File: src/rtl/game_countdown.sv
// Round timer for the whack-a-mole game: loadable countdown with
// start/pause/resume, saturating bonus time, low-time warning, a one-cycle
// expiry pulse and BCD digits for the 7-segment display path.
module game_countdown #(
    parameter int unsigned WIDTH       = 7,
    parameter int unsigned START_VAL   = 60,
    parameter int unsigned MAX_VAL     = 99,
    parameter int unsigned TICK_CYCLES = 100,
    parameter int unsigned WARN_THRESH = 10,
    parameter int unsigned BONUS       = 5
) (
    input  logic             clk_o,
    input  logic             rst,
    input  logic             start,
    input  logic             pause,
    input  logic             load,
    input  logic [WIDTH-1:0] load_val,
    input  logic             add_time,
    output logic [WIDTH-1:0] count,
    output logic             running,
    output logic             paused,
    output logic             done,
    output logic             expired,
    output logic             warn,
    output logic [3:0]       bcd_tens,
    output logic [3:0]       bcd_ones
);

    // Prescaler width; a single-cycle tick still needs one (constant) bit.
    localparam int unsigned PW = (TICK_CYCLES > 1) ? $clog2(TICK_CYCLES) : 1;
    localparam logic [PW-1:0] PS_LAST = PW'(TICK_CYCLES - 1);

    localparam logic [WIDTH-1:0] START_W = WIDTH'(START_VAL);
    localparam logic [WIDTH-1:0] MAX_W   = WIDTH'(MAX_VAL);
    localparam logic [WIDTH-1:0] WARN_W  = WIDTH'(WARN_THRESH);
    localparam logic [WIDTH-1:0] TEN_W   = WIDTH'(10);
    localparam logic [WIDTH:0]   MAX_X   = (WIDTH+1)'(MAX_VAL);
    localparam logic [WIDTH:0]   BONUS_X = (WIDTH+1)'(BONUS);

    localparam logic [1:0] ST_IDLE   = 2'd0;
    localparam logic [1:0] ST_RUN    = 2'd1;
    localparam logic [1:0] ST_PAUSED = 2'd2;
    localparam logic [1:0] ST_DONE   = 2'd3;

    logic [1:0]       state;
    logic [1:0]       state_nxt;
    logic [WIDTH-1:0] count_nxt;
    logic [PW-1:0]    presc;
    logic [PW-1:0]    presc_nxt;
    logic             expired_nxt;
    logic             tick_c;

    // Load value mapping: zero selects the default round length, large values clamp.
    function automatic logic [WIDTH-1:0] sat_load(input logic [WIDTH-1:0] v);
        if (v == '0) begin
            return START_W;
        end else if (v > MAX_W) begin
            return MAX_W;
        end
        return v;
    endfunction

    // count + bonus - tick, one bit wider than count, clamped to [0, MAX_VAL].
    function automatic logic [WIDTH-1:0] adjust(input logic [WIDTH-1:0] c,
                                                input logic             add,
                                                input logic             dec);
        logic [WIDTH:0] up;
        up = {1'b0, c} + (add ? BONUS_X : '0);
        if (dec) begin
            up = (up == '0) ? '0 : up - (WIDTH+1)'(1);
        end
        if (up > MAX_X) begin
            up = MAX_X;
        end
        return up[WIDTH-1:0];
    endfunction

    // Tick fires when the running prescaler sits at its terminal value.
    assign tick_c = (state == ST_RUN) && (presc == PS_LAST);

    // Next-state, next-count and prescaler logic; load overrides everything.
    always_comb begin
        state_nxt   = state;
        count_nxt   = count;
        presc_nxt   = presc;
        expired_nxt = 1'b0;
        if (load) begin
            state_nxt = ST_IDLE;
            count_nxt = sat_load(load_val);
            presc_nxt = '0;
        end else begin
            case (state)
                ST_IDLE: begin
                    if (start) begin
                        state_nxt = ST_RUN;
                        presc_nxt = '0;
                    end
                end
                ST_RUN: begin
                    if (pause) begin
                        // Prescaler is held so resume continues the partial step.
                        state_nxt = ST_PAUSED;
                        count_nxt = adjust(count, add_time, 1'b0);
                    end else begin
                        presc_nxt = tick_c ? '0 : presc + PW'(1);
                        count_nxt = adjust(count, add_time, tick_c);
                        if (count_nxt == '0) begin
                            state_nxt   = ST_DONE;
                            expired_nxt = 1'b1;
                        end
                    end
                end
                ST_PAUSED: begin
                    count_nxt = adjust(count, add_time, 1'b0);
                    if (pause || start) begin
                        state_nxt = ST_RUN;
                    end
                end
                ST_DONE: begin
                    count_nxt = '0;
                    if (start) begin
                        state_nxt = ST_RUN;
                        count_nxt = START_W;
                        presc_nxt = '0;
                    end
                end
                default: begin
                    state_nxt = ST_IDLE;
                end
            endcase
        end
    end

    // State, count, prescaler and expiry pulse registers.
    always_ff @(posedge clk_o) begin
        if (rst) begin
            state   <= ST_IDLE;
            count   <= START_W;
            presc   <= '0;
            expired <= 1'b0;
        end else begin
            state   <= state_nxt;
            count   <= count_nxt;
            presc   <= presc_nxt;
            expired <= expired_nxt;
        end
    end

    assign running  = (state == ST_RUN);
    assign paused   = (state == ST_PAUSED);
    assign done     = (state == ST_DONE);
    assign warn     = (running || paused) && (count != '0) && (count <= WARN_W);
    assign bcd_tens = 4'(count / TEN_W);
    assign bcd_ones = 4'(count % TEN_W);

endmodule
File: config.mk
export PLATFORM = sky130hd
export DESIGN_NAME = game_countdown
export DESIGN_NICKNAME = d
export VERILOG_FILES = /design/src/rtl/game_countdown.sv
export SDC_FILE = /design/constraint.sdc
export NUM_CORES = 1
export LEC_CHECK = 0
export ABC_AREA = 0
export CORE_MARGIN = 3
export CORE_UTILIZATION = 55
export CTS_BUF_LIST = sky130_fd_sc_hd__clkbuf_8 sky130_fd_sc_hd__clkbuf_16
export CTS_CLUSTER_DIAMETER = 100
export DETAILED_ROUTE_END_ITERATION = 12
export PLACE_DENSITY = 0.81
export SLEW_MARGIN = 20
export SYNTH_ARGS = -nofsm -noshare
export SYNTH_HDL_FRONTEND = slang
export SYNTH_SLANG_ARGS = --single-unit
File: constraint.sdc
create_clock -name clk_o -period 3.6 [get_ports clk_o]
set_input_delay 0.72 -clock clk_o [delete_from_list [all_inputs] [get_ports clk_o]]
set_output_delay 0.72 -clock clk_o [all_outputs]
set_load 0.005 [all_outputs]
## Word-level counts from Yosys, hierarchy flattened

Index checks and enable logic that the tools add are counted.

| storage, ports and cells | value |
|---|---|
| memory bits (writable) | 0 |
| flip-flop bits (word level) | 17 |
| input bits | 13 |
| output and inout bits | 20 |
| bits in latches | 0 |
| bits in read-only memories | 0 |
| logic and storage cells | 70 |
| memories kept | 0 |

| cells by class | value |
|---|---|
| shift-type cells | 0 |
| multipliers | 0 |
| magnitude comparators | 4 |
| $add $sub $neg | 3 |
| bitwise gates (word level) | 1 |
| reductions and logical operators | 17 |
| divide/modulo/power cells | 2 |
| equal/unequal tests | 8 |
| muxes and demuxes | 31 |

Operator list:

| operator | count |
|---|---|
| two-way mux 7 bit | 13 |
| two-way mux 8 bit | 5 |
| case mux 7 bit (3 select lines) | 1 |
| > comparator 8 x 7 -> 1 bit, second input constant | 2 |
| logical NOT 7 bit | 2 |
| case mux 7 bit (2 select lines) | 1 |
| adder 7 x 3 -> 8 bit | 1 |
| logical NOT 8 bit | 1 |
| two-way mux 2 bit | 4 |
| subtractor 8 x 1 -> 8 bit, second input constant | 1 |
| adder 7 x 1 -> 7 bit, second input constant | 1 |
| divider 7 x 4 -> 7 bit, second input constant | 1 |
| == test 7 bit, second input constant | 1 |
| > comparator 7 bit, second input constant | 1 |
| less-or-equal comparator 7 x 4 -> 1 bit, second input constant | 1 |
| modulo 7 x 4 -> 7 bit, second input constant | 1 |
| nonzero test 7 bit | 1 |
| two-way mux 6 bit | 1 |
| case mux 2 bit (3 select lines) | 1 |
| AND reduction 3 bit | 2 |
| == test 2 bit, second input constant | 2 |
| two-way mux 1 bit | 4 |
| inequality test 2 x 1 -> 1 bit, second input constant | 2 |
| nonzero test 4 bit | 1 |
| other kinds (11) | 15 |

## Logic depth before layout (Yosys ltp)

Gate-level depths: netlist (run 1).

| depth | value |
|---|---|
| depth in word-level cells | 17 |
| gate-level depth with buffers | 11 |
| depth with buffers taken out | 10 |

## Worst setup path after synthesis (run 1)

OpenSTA, ideal clock, no wires.

| path | value |
|---|---|
| kind | input to register |
| start point | in add_time |
| end point | reg count[3] |
| path buffers | 1 |
| cell stages on the path | 10 |
| setup slack | 316 ps |
| arrival | 3,222 ps |
| required time | 3,538 ps |
| library setup time | 62 ps |
| cell sequence | ha_1 ha_1 or2_2 or4_4 buf_6 mux2_4 mux2i_2 o31ai_2 or4_1 nand2_1 |

| on the way | value |
|---|---|
| longest elaborated chain between the ends | 16 |
| elaborated cells between the ends (all ways) | 19 |
| classes of those cells | add/sub: 2; order compare: 2; mux: 14; reduce/logical: 1 |

Ends and longest elaborated chain:

| item | line | text |
|---|---|---|
| start, declared | 18 | `input logic add_time,` |
| two-way mux 3 bit (*) | 68 | `up = {1'b0, c} + (add ? BONUS_X : '0);` |
| adder 7 x 3 -> 8 bit (*) | 68 |  |
| subtractor 8 x 1 -> 8 bit or logical NOT 8 bit (tied branches) | 70 | `up = (up == '0) ? '0 : up - (WIDTH+1)'(1);` |
| two-way mux 8 bit | 70 |  |
| two-way mux 8 bit | 69 | `if (dec) begin` |
| two-way mux 8 bit | 100 | `if (pause) begin` |
| two-way mux 8 bit | 92 | `case (state)` |
| two-way mux 8 bit | 87 | `if (load) begin` |
| > comparator 8 x 7 -> 1 bit | 72 | `if (up > MAX_X) begin` |
| two-way mux 7 bit | 72 |  |
| two-way mux 7 bit | 100 |  |
| two-way mux 7 bit | 92 |  |
| two-way mux 7 bit | 87 |  |
| two-way mux 7 bit | 100 |  |
| case mux 7 bit (3 select lines) (*) | 92 |  |
| two-way mux 7 bit (*) | 87 |  |
| end signal, assigned | 143 | `count <= count_nxt;` |
| end, declared | 19 | `output logic [WIDTH-1:0] count,` |

Every way passes the cells marked *; elsewhere a longest branch is shown, timed or not. The select of a mux whose other input is x is not followed.
A chain may end at the register's enable or synchronous reset.

## Final worst setup path (run 1)

| path | value |
|---|---|
| start point | reg count[6] |
| end point | out bcd_ones[2] |

| on the way | value |
|---|---|
| longest elaborated chain between the ends | 1 |

Ends and longest elaborated chain:

| item | line | text |
|---|---|---|
| modulo 7 x 4 -> 7 bit | 154 | `assign bcd_ones = 4'(count % TEN_W);` |
| end, declared | 26 | `output logic [3:0] bcd_ones` |

No other way between the ends.

==> flow_metrics.env, run 1 <==
export IMPL_synthDistinctLibCells=63
export IMPL_fp_row_count=22
export IMPL_critical_path_required_ps=2880
export IMPL_route_detailed_drc=0
export IMPL_drt_wl_total_mm=6.67
export IMPL_path_class="reg2out"
export IMPL_syn_area_um2=2140
export IMPL_pin_count=33
export IMPL_clk_pin_slew_ps=80
export IMPL_hold_buffers=0
export IMPL_path_depth=10
export IMPL_cts_root_buf="clkbuf_8"
export IMPL_crit_slowest_cell="clkdlybuf4s50_1"
export IMPL_r2r_end="count[3]"
export IMPL_grt_pass1_vias=2212
export IMPL_hold_end="state[1]"
export IMPL_post_route_period_util_pct=98.6
export IMPL_ys_seq_area_share_pct=15.9
export IMPL_critical_path_max_fanout=7
export IMPL_hold_worst_slack_ps=526
export IMPL_fin_util_pct=74.8
export IMPL_yosysWarnings=0
export IMPL_tightest_slew_ps=598
export IMPL_crit_reg2reg_launch="count[0]"
export IMPL_synthArstFlopShare_pct=0
export IMPL_synth_edf_count=0
export IMPL_cts_max_level=1
export IMPL_ant_nets=0
export IMPL_slew_viol_final=0
export IMPL_dieArea_um2=4680
export IMPL_syn_nets=335
export IMPL_status="finished clean"
export IMPL_first_pass_iters=5
export IMPL_num_vias=2657
export IMPL_p_leak_nw=1.12
export IMPL_rr_worst_depth=9
export IMPL_cts_tree="done"
export IMPL_skew_ps=3.58
export IMPL_synth_area_top_cells="dfxtp_1, nand2_1, ha_1, nor2_1, a21oi_1"
export IMPL_crit_buf_inv=2
export IMPL_core_region_area_um2=3720
export IMPL_r2r_slack_ps=570
export IMPL_synthCells=312
export IMPL_yosysTopAreaCell="dfxtp_1"
export IMPL_hold_depth=2
export IMPL_nets=382
export IMPL_fin_tns_setup_ps=0
export IMPL_drive_gt1_share_pct=17.6
export IMPL_initial_core_util_pct=57.7
export IMPL_drv_cap=0
export IMPL_gp_congestion=1.00
export IMPL_antenna_found_initial=0
export IMPL_hold_class="reg2reg"
export IMPL_p_per_area_nw_per_um2=370
export IMPL_relSlewSlack_pct=59.9
export IMPL_hold_start="state[1]"
export IMPL_grt_max_degree=26
export IMPL_cts_buffers=3
export IMPL_port_buffers=32
export IMPL_dieWidth_um=68.4
export IMPL_clk_latency_ps=260
export IMPL_worstPathCellList="buf_6, nor2b_1, o31ai_1, nor2_2, ha_2, o21ai_1, a32oi_1, o211a_1, mux2i_1, clkdlybuf4s50_1"
export IMPL_grt_first_pass_wirelength_mm=10.3
export IMPL_yosysMostFrequentCell="nand2_1"
export IMPL_n_antenna_cell=0
export IMPL_cp_top_family="compound AO/OA/AOI/OAI gates"
export IMPL_start_kind="register"
export IMPL_dp_cells=398
export IMPL_ir_drop_uv=209
export IMPL_max_freq_ghz=0.282
export IMPL_fin_ws_ps=50.9
export IMPL_wl_per_cell_um=16.4
export IMPL_hpwl_mm=4.89
export IMPL_synth_commonest_cells="nand2_1, nor2_1, a21oi_1, o21ai_0"
export IMPL_crit_arrival_ps=2830
export IMPL_vias_per_cell=6.54
export IMPL_track_usage_pct=28.2
export IMPL_yosys_most_used_dff="dfxtp_1"
export IMPL_cp_end_kind="output pin"
export IMPL_drt_iter0_drc=281
export IMPL_die_h_um=68.4
export IMPL_finalWorstPathRequiredPeriod_ps=3550
export IMPL_hold_viol=0
export IMPL_ys_ff_latch=17
export IMPL_area_growth_pct=29.6
export IMPL_grt_ovfl_total=0
export IMPL_cts_buffer_depth=2
export IMPL_instances_no_fill=406
export IMPL_rsz0062_at_grt="yes"
export IMPL_setup_viol_count_final=0
export IMPL_clock_sinks=17
export IMPL_preCtsSetupSlack_ps=-124
export IMPL_fill_cells=307
export IMPL_synth_area_per_cell_um2=6.87
export IMPL_synth_top_cell_area_share_pct=15.9
export IMPL_cpPeakStageDelay_ps=520
==> sequential cells by signal, summed over array words and instances (netlist names) <==
register and flops:
count 7, expired 1, state 2, presc 7
==> metal layers <==
layer / up-vias / wire length [um] / global-route usage (%)
met4: 0 / 68 / 6.20
met1: 1230 / 3090 / 40.6
met3: 13 / 549 / 5.25
li1: 1261 / - / -
met5: - / 0 / 0
met2: 153 / 2960 / 43.0
==> stage by stage <==
step           power (W)  instance area, um2
2_1_floorplan   0.000579                2140
3_3_place_gp    0.000813                2630
3_5_place_dp    0.000826                2630
4_1_cts         0.000988                2700
5_1_grt          0.00109                2780
6_report         0.00103                2780
==> logic make-up (layout without fill, tap and decap cells) <==
group                      after synthesis  in the layout  share of synthesized area [%]
AOI/OAI and AO/OA                       91             91                           28.9
muxes                                    6              6                           3.21
buffers and inverters                   30             76                           5.78
DFF                                     17             17                           15.9
xor gates and xnor gates                 8              8                           3.27
adders and majority gates               10             10                           5.83
and+or+nand+nor                        150            150                           37.1
==> final cells by class <==
type / count / area (um2) / area share (%)
multi-input cells: 265 / 1730 / 62.4
inverters: 10 / 37.5 / 1.35
well taps: 48 / 60.1 / 2.16
clock buffers: 3 / 41.3 / 1.49
repair buffers: 62 / 549 / 19.8
flip-flops and latches: 17 / 349 / 12.6
clock inverters: 1 / 7.51 / 0.270
==> worst register-to-register path, cell delays in order, from the launching register on <==
cell and delay, ps:
dfxtp_1 450, ha_1 250, ha_1 260, or2_2 310, or4_4 470, mux2_4 350
mux2i_2 220, o31ai_2 110, or4_1 470, nand2_1 80
==> where the power goes <==
part / internal (W) / switching [W] / leakage, nW
Clock: 0.0000781 / 0.0000769 / 0.0217
Combinational: 0.000314 / 0.000332 / 0.957
Sequential: 0.000202 / 0.0000262 / 0.139
==> placed cells by master (no fill, tap or decap), types with 3 or more instances in the layout <==
cell type | synthesis | layout
nand2_1 | 35 | 35
a31oi_1 | 5 | 5
a21oi_1 | 20 | 19
o41ai_1 | 3 | 3
o21ai_1 | 0 | 3
o21ai_0 | 20 | 17
ha_1 | 10 | 9
or2_2 | 6 | 6
nor3b_1 | 4 | 4
dfxtp_1 | 17 | 14
nor3_1 | 15 | 15
nand2b_1 | 7 | 6
o211a_1 | 3 | 3
clkdlybuf4s50_1 | 0 | 31
buf_4 | 1 | 28
a211oi_1 | 6 | 6
or4_1 | 3 | 3
mux2i_1 | 4 | 4
nor2_1 | 31 | 29
nor2b_1 | 6 | 5
xnor2_1 | 6 | 5
nand3b_1 | 3 | 3
or3_1 | 5 | 5
nand3_1 | 10 | 10
nand4_1 | 3 | 3
nor4_1 | 4 | 4
clkbuf_8 | 0 | 3
and3_1 | 4 | 4
nand4b_1 | 4 | 4
o211ai_1 | 7 | 7
inv_1 | 9 | 9
==> worst max-delay path by stage <==
stage	startpoint	end	slack [ps]
after floorplan	add_time	count[3]	320
after global placement	add_time	count[3]	-60
after detailed placement	add_time	count[3]	-120
after CTS	count[3]	bcd_ones[2]	-3
after global routing	count[4]	bcd_ones[2]	-30
final	count[6]	bcd_ones[2]	50
==> what timing repair did <==
action / CTS / global route
buffers inserted: 0 / 4
endpoints found under the setup margin: 3 / 5
pin swaps: 0 / 6
gates cloned: 0 / 0
gates resized for setup: 6 / 17
(Power assumes the default switching activity.)
==> run 2: changes to the inputs <==
--- a/config.mk
+++ b/config.mk
@@ -11,7 +11,7 @@
 export CTS_BUF_LIST = sky130_fd_sc_hd__clkbuf_8 sky130_fd_sc_hd__clkbuf_16
 export CTS_CLUSTER_DIAMETER = 100
 export DETAILED_ROUTE_END_ITERATION = 12
-export PLACE_DENSITY = 0.81
+export PLACE_DENSITY_LB_ADDON = 0.25
 export SLEW_MARGIN = 20
 export SYNTH_ARGS = -nofsm -noshare
 export SYNTH_HDL_FRONTEND = slang
==> run 2 against run 1 <==
Sequential share of layout area decreased by 0.40 points. Routed wire length increased by 3.4%. Clock power hardly changed. Global-route usage increased by 2.1 points. Register-to-register slack hardly changed. Worst hold slack better by 7.0 ps. Critical endpoint is now count[3]. Non-clock buffer count increased by 6. Count of clock-buffer cells in the layout stayed put. Critical path depth stayed put. Final cell count grew 1.5%. Highest routed layer unchanged.
==> flow_metrics.env, run 2 (same netlist as run 1, synthesis figures left out) <==
export IMPL_route_detailed_drc=0
export IMPL_fp_row_count=22
export IMPL_path_class="in2reg"
export IMPL_grt_pass1_vias=2261
export IMPL_cts_buffers=3
export IMPL_cpMostUsedCell="ha_1"
export IMPL_grt_max_degree=27
export IMPL_hpwl_mm=5.18
export IMPL_fin_util_pct=76.4
export IMPL_drive_gt1_share_pct=20.1
export IMPL_cpPeakStageDelay_ps=470
export IMPL_gp_congestion=0.966
export IMPL_crit_buf_inv=1
export IMPL_p_int_w=0.000606
export IMPL_setup_viol_count_final=0
export IMPL_drt_iter0_drc=329
export IMPL_drv_cap=0
export IMPL_layout_common_cells="nand2_1, buf_4, clkdlybuf4s50_1"
export IMPL_ant_nets=0
export IMPL_crit_slowest_cell="or4_1"
export IMPL_tightest_slew_ps=653
export IMPL_max_freq_ghz=0.288
export IMPL_core_region_area_um2=3720
export IMPL_p_per_area_nw_per_um2=367
export IMPL_fin_tns_setup_ps=0
export IMPL_wl_per_cell_um=16.7
export IMPL_clock_sinks=17
export IMPL_post_route_period_util_pct=96.5
export IMPL_slew_viol_final=0
export IMPL_reg_largest_list="count: 7 flops, presc: 7 flops, state: 2 flops"
export IMPL_cts_root_buf="clkbuf_8"
export IMPL_critical_path_required_ps=3800
export IMPL_p_clk_share_pct=14.9
export IMPL_cp_top_family="simple AND/OR/NAND/NOR gates"
export IMPL_relSlewSlack_pct=56.1
export IMPL_seqPwrFrac_pct=21.8
export IMPL_dieArea_um2=4680
export IMPL_num_vias=2638
export IMPL_hold_viol=0
export IMPL_drt_wl_total_mm=6.90
export IMPL_crit_arrival_ps=3680
export IMPL_port_buffers=32
export IMPL_crit_reg2reg_launch="count[0]"
export IMPL_p_leak_nw=1.15
export IMPL_critical_path_max_fanout=5
export IMPL_clk_latency_ps=260
export IMPL_pin_count=33
export IMPL_status="finished clean"
export IMPL_nets=388
export IMPL_cts_buffer_depth=2
export IMPL_first_pass_iters=5
export IMPL_clk_pin_slew_ps=80
export IMPL_initial_core_util_pct=57.7
export IMPL_skew_ps=6.29
export IMPL_area_growth_pct=32.4
export IMPL_grt_ovfl_total=0
export IMPL_antenna_found_initial=0
export IMPL_grt_first_pass_wirelength_mm=10.8
export IMPL_hold_class="reg2reg"
export IMPL_p_comb_share_pct=63.3
export IMPL_dieWidth_um=68.4
export IMPL_total_power_w=0.00104
export IMPL_ir_drop_uv=195
export IMPL_start_kind="input pin"
export IMPL_cp_startpoint="add_time"
export IMPL_hold_start="presc[1]"
export IMPL_n_antenna_cell=0
export IMPL_switching_share_pct=41.9
export IMPL_p_switching_w=0.000437
export IMPL_worstPathCellList="clkdlybuf4s50_1, ha_1, ha_1, or2_2, or4_4, mux2_4, mux2i_2, o31ai_2, or4_1, nand2_1"
export IMPL_vias_per_cell=6.40
export IMPL_cts_max_level=1
export IMPL_cts_tree="done"
export IMPL_die_h_um=68.4
export IMPL_finalWorstPathRequiredPeriod_ps=3480
export IMPL_track_usage_pct=30.3
export IMPL_cp_end_kind="register"
==> run 2: changes by cell type in the layout (fill, tap and decap cells not counted), moves of 2 or more <==
cell and change:
buf_4 +6, dfxtp_2 +3, dfxtp_4 -2, nor3b_1 -2, nor3b_2 +2
==> run 2: repair_timing <==
item	CTS	global route
pin swaps	1	3
setup endpoints to repair	3	5
hold buffers	0	0
setup buffers	0	5
cloned	0	0
resized for setup	7	18
==> run 2: per-layer routing <==
layer	GRT usage (%)	up-vias	wire length (um)	part of all wire, %
met5	0	-	0	0
met4	9.18	0	91	1.3
met3	5.91	10	610	8.8
met2	44.8	144	3030	44
met1	43.7	1213	3160	46
li1	-	1271	-	-
==> run 2: final timing paths <==
path	endpoint	slack, ps	depth (start not counted)
min	presc[1]	530	2
max reg2reg	count[3]	570	9
min reg2reg	presc[1]	530	2
max	count[3]	120	10
==> run 2: power by group through the flow <==
stage	combinational [W]	sequential [W]	clock [W]
after floorplan	0.000361	0.000218	0
after global placement	0.000598	0.000226	0
after detailed placement	0.000609	0.000226	0
after CTS	0.000617	0.000223	0.000154
after global routing	0.000722	0.000231	0.000165
final	0.000660	0.000228	0.000155
==> run 2: final cells by class <==
class | count | area [um2]
clock inverters | 1 | 5.00
flip-flops and latches | 17 | 345
well taps | 48 | 60.1
clock buffers | 3 | 41.3
fillers | 294 | 876
inverters | 10 | 37.5
multi-input cells | 265 | 1750
repair buffers | 68 | 602
==> run 2: per-stage QoR <==
| stage | instance area, um2 | setup WS [ps] | hold WS [ps] | cells |
|---|---|---|---|---|
| floorplan | 2140 | 316 | 476 | 312 |
| global placement | 2670 | -59.8 | 498 | 403 |
| detailed placement | 2670 | -97.7 | 515 | 403 |
| CTS | 2740 | 6.30 | 533 | 407 |
| global route | 2840 | -14.8 | 556 | 412 |
| finish | 2840 | 124 | 533 | 412 |
==> run 2: worst register-to-register path, delay by kind of cell, from the launching register on <==
family | cells | cell delay (ps)
AND/OR/NAND/NOR | 4 | 1300
multiplexers | 2 | 560
flip-flops | 1 | 470
AO/OA/AOI/OAI | 1 | 120
adder cells (fa/ha/maj) | 2 | 510
==> run 3: changes to the inputs <==
--- a/config.mk
+++ b/config.mk
@@ -11,7 +11,7 @@
 export CTS_BUF_LIST = sky130_fd_sc_hd__clkbuf_8 sky130_fd_sc_hd__clkbuf_16
 export CTS_CLUSTER_DIAMETER = 100
 export DETAILED_ROUTE_END_ITERATION = 12
-export PLACE_DENSITY_LB_ADDON = 0.25
+export PLACE_DENSITY = 0.91
 export SLEW_MARGIN = 20
 export SYNTH_ARGS = -nofsm -noshare
 export SYNTH_HDL_FRONTEND = slang
==> run 3 against run 2 <==
Worst setup slack worse by 23 ps. Via count rose by 0.19%. First-iteration DRC count increased by 6.1%. Final cell count down 1.2%. Die area is the same. Count of clock-buffer cells in the layout stayed put. Flip-flop and latch count stayed put.
==> flow_metrics.env, run 3 (same netlist as run 1, synthesis figures left out) <==
export IMPL_status="finished clean"
export IMPL_drive_gt1_share_pct=18.1
export IMPL_slew_viol_final=0
export IMPL_drt_wl_total_mm=6.65
export IMPL_layout_common_cells="nand2_1, clkdlybuf4s50_1, buf_4"
export IMPL_core_region_area_um2=3720
export IMPL_cp_startpoint="count[5]"
export IMPL_cts_root_buf="clkbuf_8"
export IMPL_p_leak_nw=1.12
export IMPL_drv_cap=0
export IMPL_dieWidth_um=68.4
export IMPL_cts_buffer_depth=2
export IMPL_tightest_slew_ps=623
export IMPL_path_class="reg2out"
export IMPL_switching_share_pct=41.6
export IMPL_post_route_period_util_pct=97.2
export IMPL_critical_path_max_fanout=12
export IMPL_hold_buffers=0
export IMPL_fp_row_count=22
export IMPL_hold_worst_slack_ps=539
export IMPL_grt_ovfl_total=0
export IMPL_start_kind="register"
export IMPL_crit_reg2reg_launch="count[0]"
export IMPL_drt_iter0_drc=349
export IMPL_pin_count=33
export IMPL_hpwl_mm=4.95
export IMPL_cp_end_kind="output pin"
export IMPL_track_usage_pct=28.8
export IMPL_clk_pin_slew_ps=70
export IMPL_port_buffers=32
export IMPL_p_per_area_nw_per_um2=364
export IMPL_max_freq_ghz=0.286
export IMPL_hold_class="reg2reg"
export IMPL_finalWorstPathRequiredPeriod_ps=3500
export IMPL_cts_max_level=1
export IMPL_seqPwrFrac_pct=22.2
export IMPL_clock_sinks=17
export IMPL_fin_tns_setup_ps=0
export IMPL_critical_path_required_ps=2880
export IMPL_p_int_w=0.000594
export IMPL_grt_first_pass_wirelength_mm=10.4
export IMPL_total_power_w=0.00102
export IMPL_cts_tree="done"
export IMPL_p_switching_w=0.000423
export IMPL_rr_worst_depth=9
export IMPL_reg_largest_list="count: 7 flops, presc: 7 flops, state: 2 flops"
export IMPL_grt_max_degree=28
export IMPL_nets=383
export IMPL_multi_input_area_um2=1740
export IMPL_fill_cells=276
export IMPL_setup_viol_count_final=0
export IMPL_antenna_found_initial=0
export IMPL_grt_pass1_vias=2234
export IMPL_rsz0062_at_grt="yes"
export IMPL_area_growth_pct=30.4
export IMPL_p_comb_share_pct=63.3
export IMPL_gp_congestion=0.927
export IMPL_n_antenna_cell=0
export IMPL_die_h_um=68.4
export IMPL_clk_latency_ps=260
export IMPL_route_detailed_drc=0
export IMPL_num_vias=2643
export IMPL_relSlewSlack_pct=58.3
export IMPL_hold_depth=2
export IMPL_hold_start="state[1]"
export IMPL_first_pass_iters=5
export IMPL_final_common_cell="nand2_1"
export IMPL_vias_per_cell=6.49
export IMPL_crit_arrival_ps=2780
export IMPL_dieArea_um2=4680
export IMPL_wl_per_cell_um=16.3
export IMPL_cts_buffers=3
export IMPL_initial_core_util_pct=57.7
export IMPL_ant_nets=0
export IMPL_regArea_um2=348
export IMPL_skew_ps=7.96
export IMPL_hold_viol=0
export IMPL_ir_drop_uv=235
export IMPL_p_clk_share_pct=14.5
-- run 3: changes by cell type in the layout (fill, tap and decap cells not counted), sizes merged --
cell,previous run,this run
buf,36,31
clkinvlp,0,1
clkinv,2,1
clkdlybuf4s50,32,30
dlymetal6s2s,0,2
-- run 3: per-stage QoR --
step | instance area, um2 | instances | util, % | worst slack (ps)
after floorplan | 2140 | 312 | - | 316
after global placement | 2640 | 399 | 71.1 | -45.0
after detailed placement | 2640 | 399 | 71.1 | -161
after CTS | 2700 | 403 | 72.7 | 6.49
after global routing | 2800 | 407 | 75.3 | -32.9
final | 2800 | 407 | 75.3 | 102
-- run 3: cell type report --
class / count / share of cell area (%)
multi-input combinational: 265 / 62.2
sequential: 17 / 12.4
clock inverter: 1 / 0.268
clock buffer: 3 / 1.48
inverter: 10 / 1.34
timing repair buffer: 63 / 20.1
tap: 48 / 2.15
-- run 3: final timing paths --
kind / end / slack (ps)
worst max-delay path: bcd_ones[3] / 100
worst min-delay path: state[1] / 540
worst max register to register: count[3] / 570
worst min register to register: state[1] / 540
-- run 3: timing repair --
| action | 4_1_cts | 5_1_grt |
|---|---|---|
| pin swaps | 1 | 5 |
| setup endpoints to repair | 4 | 6 |
| cloned | 0 | 0 |
| gates resized for setup | 7 | 15 |
| setup buffers | 0 | 4 |
-- run 3: layer usage --
layer / wire, um / global-route usage, % / vias to the layer above
met4: 158 / 5.71 / 0
met3: 635 / 2.46 / 31
met5: 0 / 0 / -
li1: - / - / 1258
met2: 3010 / 46.4 / 165
met1: 2850 / 41.5 / 1189
-- run 3: power groups by stage --
stage,Sequential [W],Clock [W],Combinational [W]
after floorplan,0.000218,0,0.000361
after global placement,0.000226,0,0.000582
after detailed placement,0.000227,0,0.000595
after CTS,0.000224,0.000148,0.000603
after global routing,0.000229,0.000155,0.000702
final,0.000226,0.000148,0.000643
-- run 3: worst max-delay path: stages (launching register included) --
cell and delay [ps]:
dfxtp_4 430, nor4bb_2 390, nand2_1 120, o31ai_1 90
nor2_2 80, ha_2 210, o21ai_0 110, a21oi_1 100
o211a_1 280, o21ai_0 190, clkdlybuf4s50_1 520
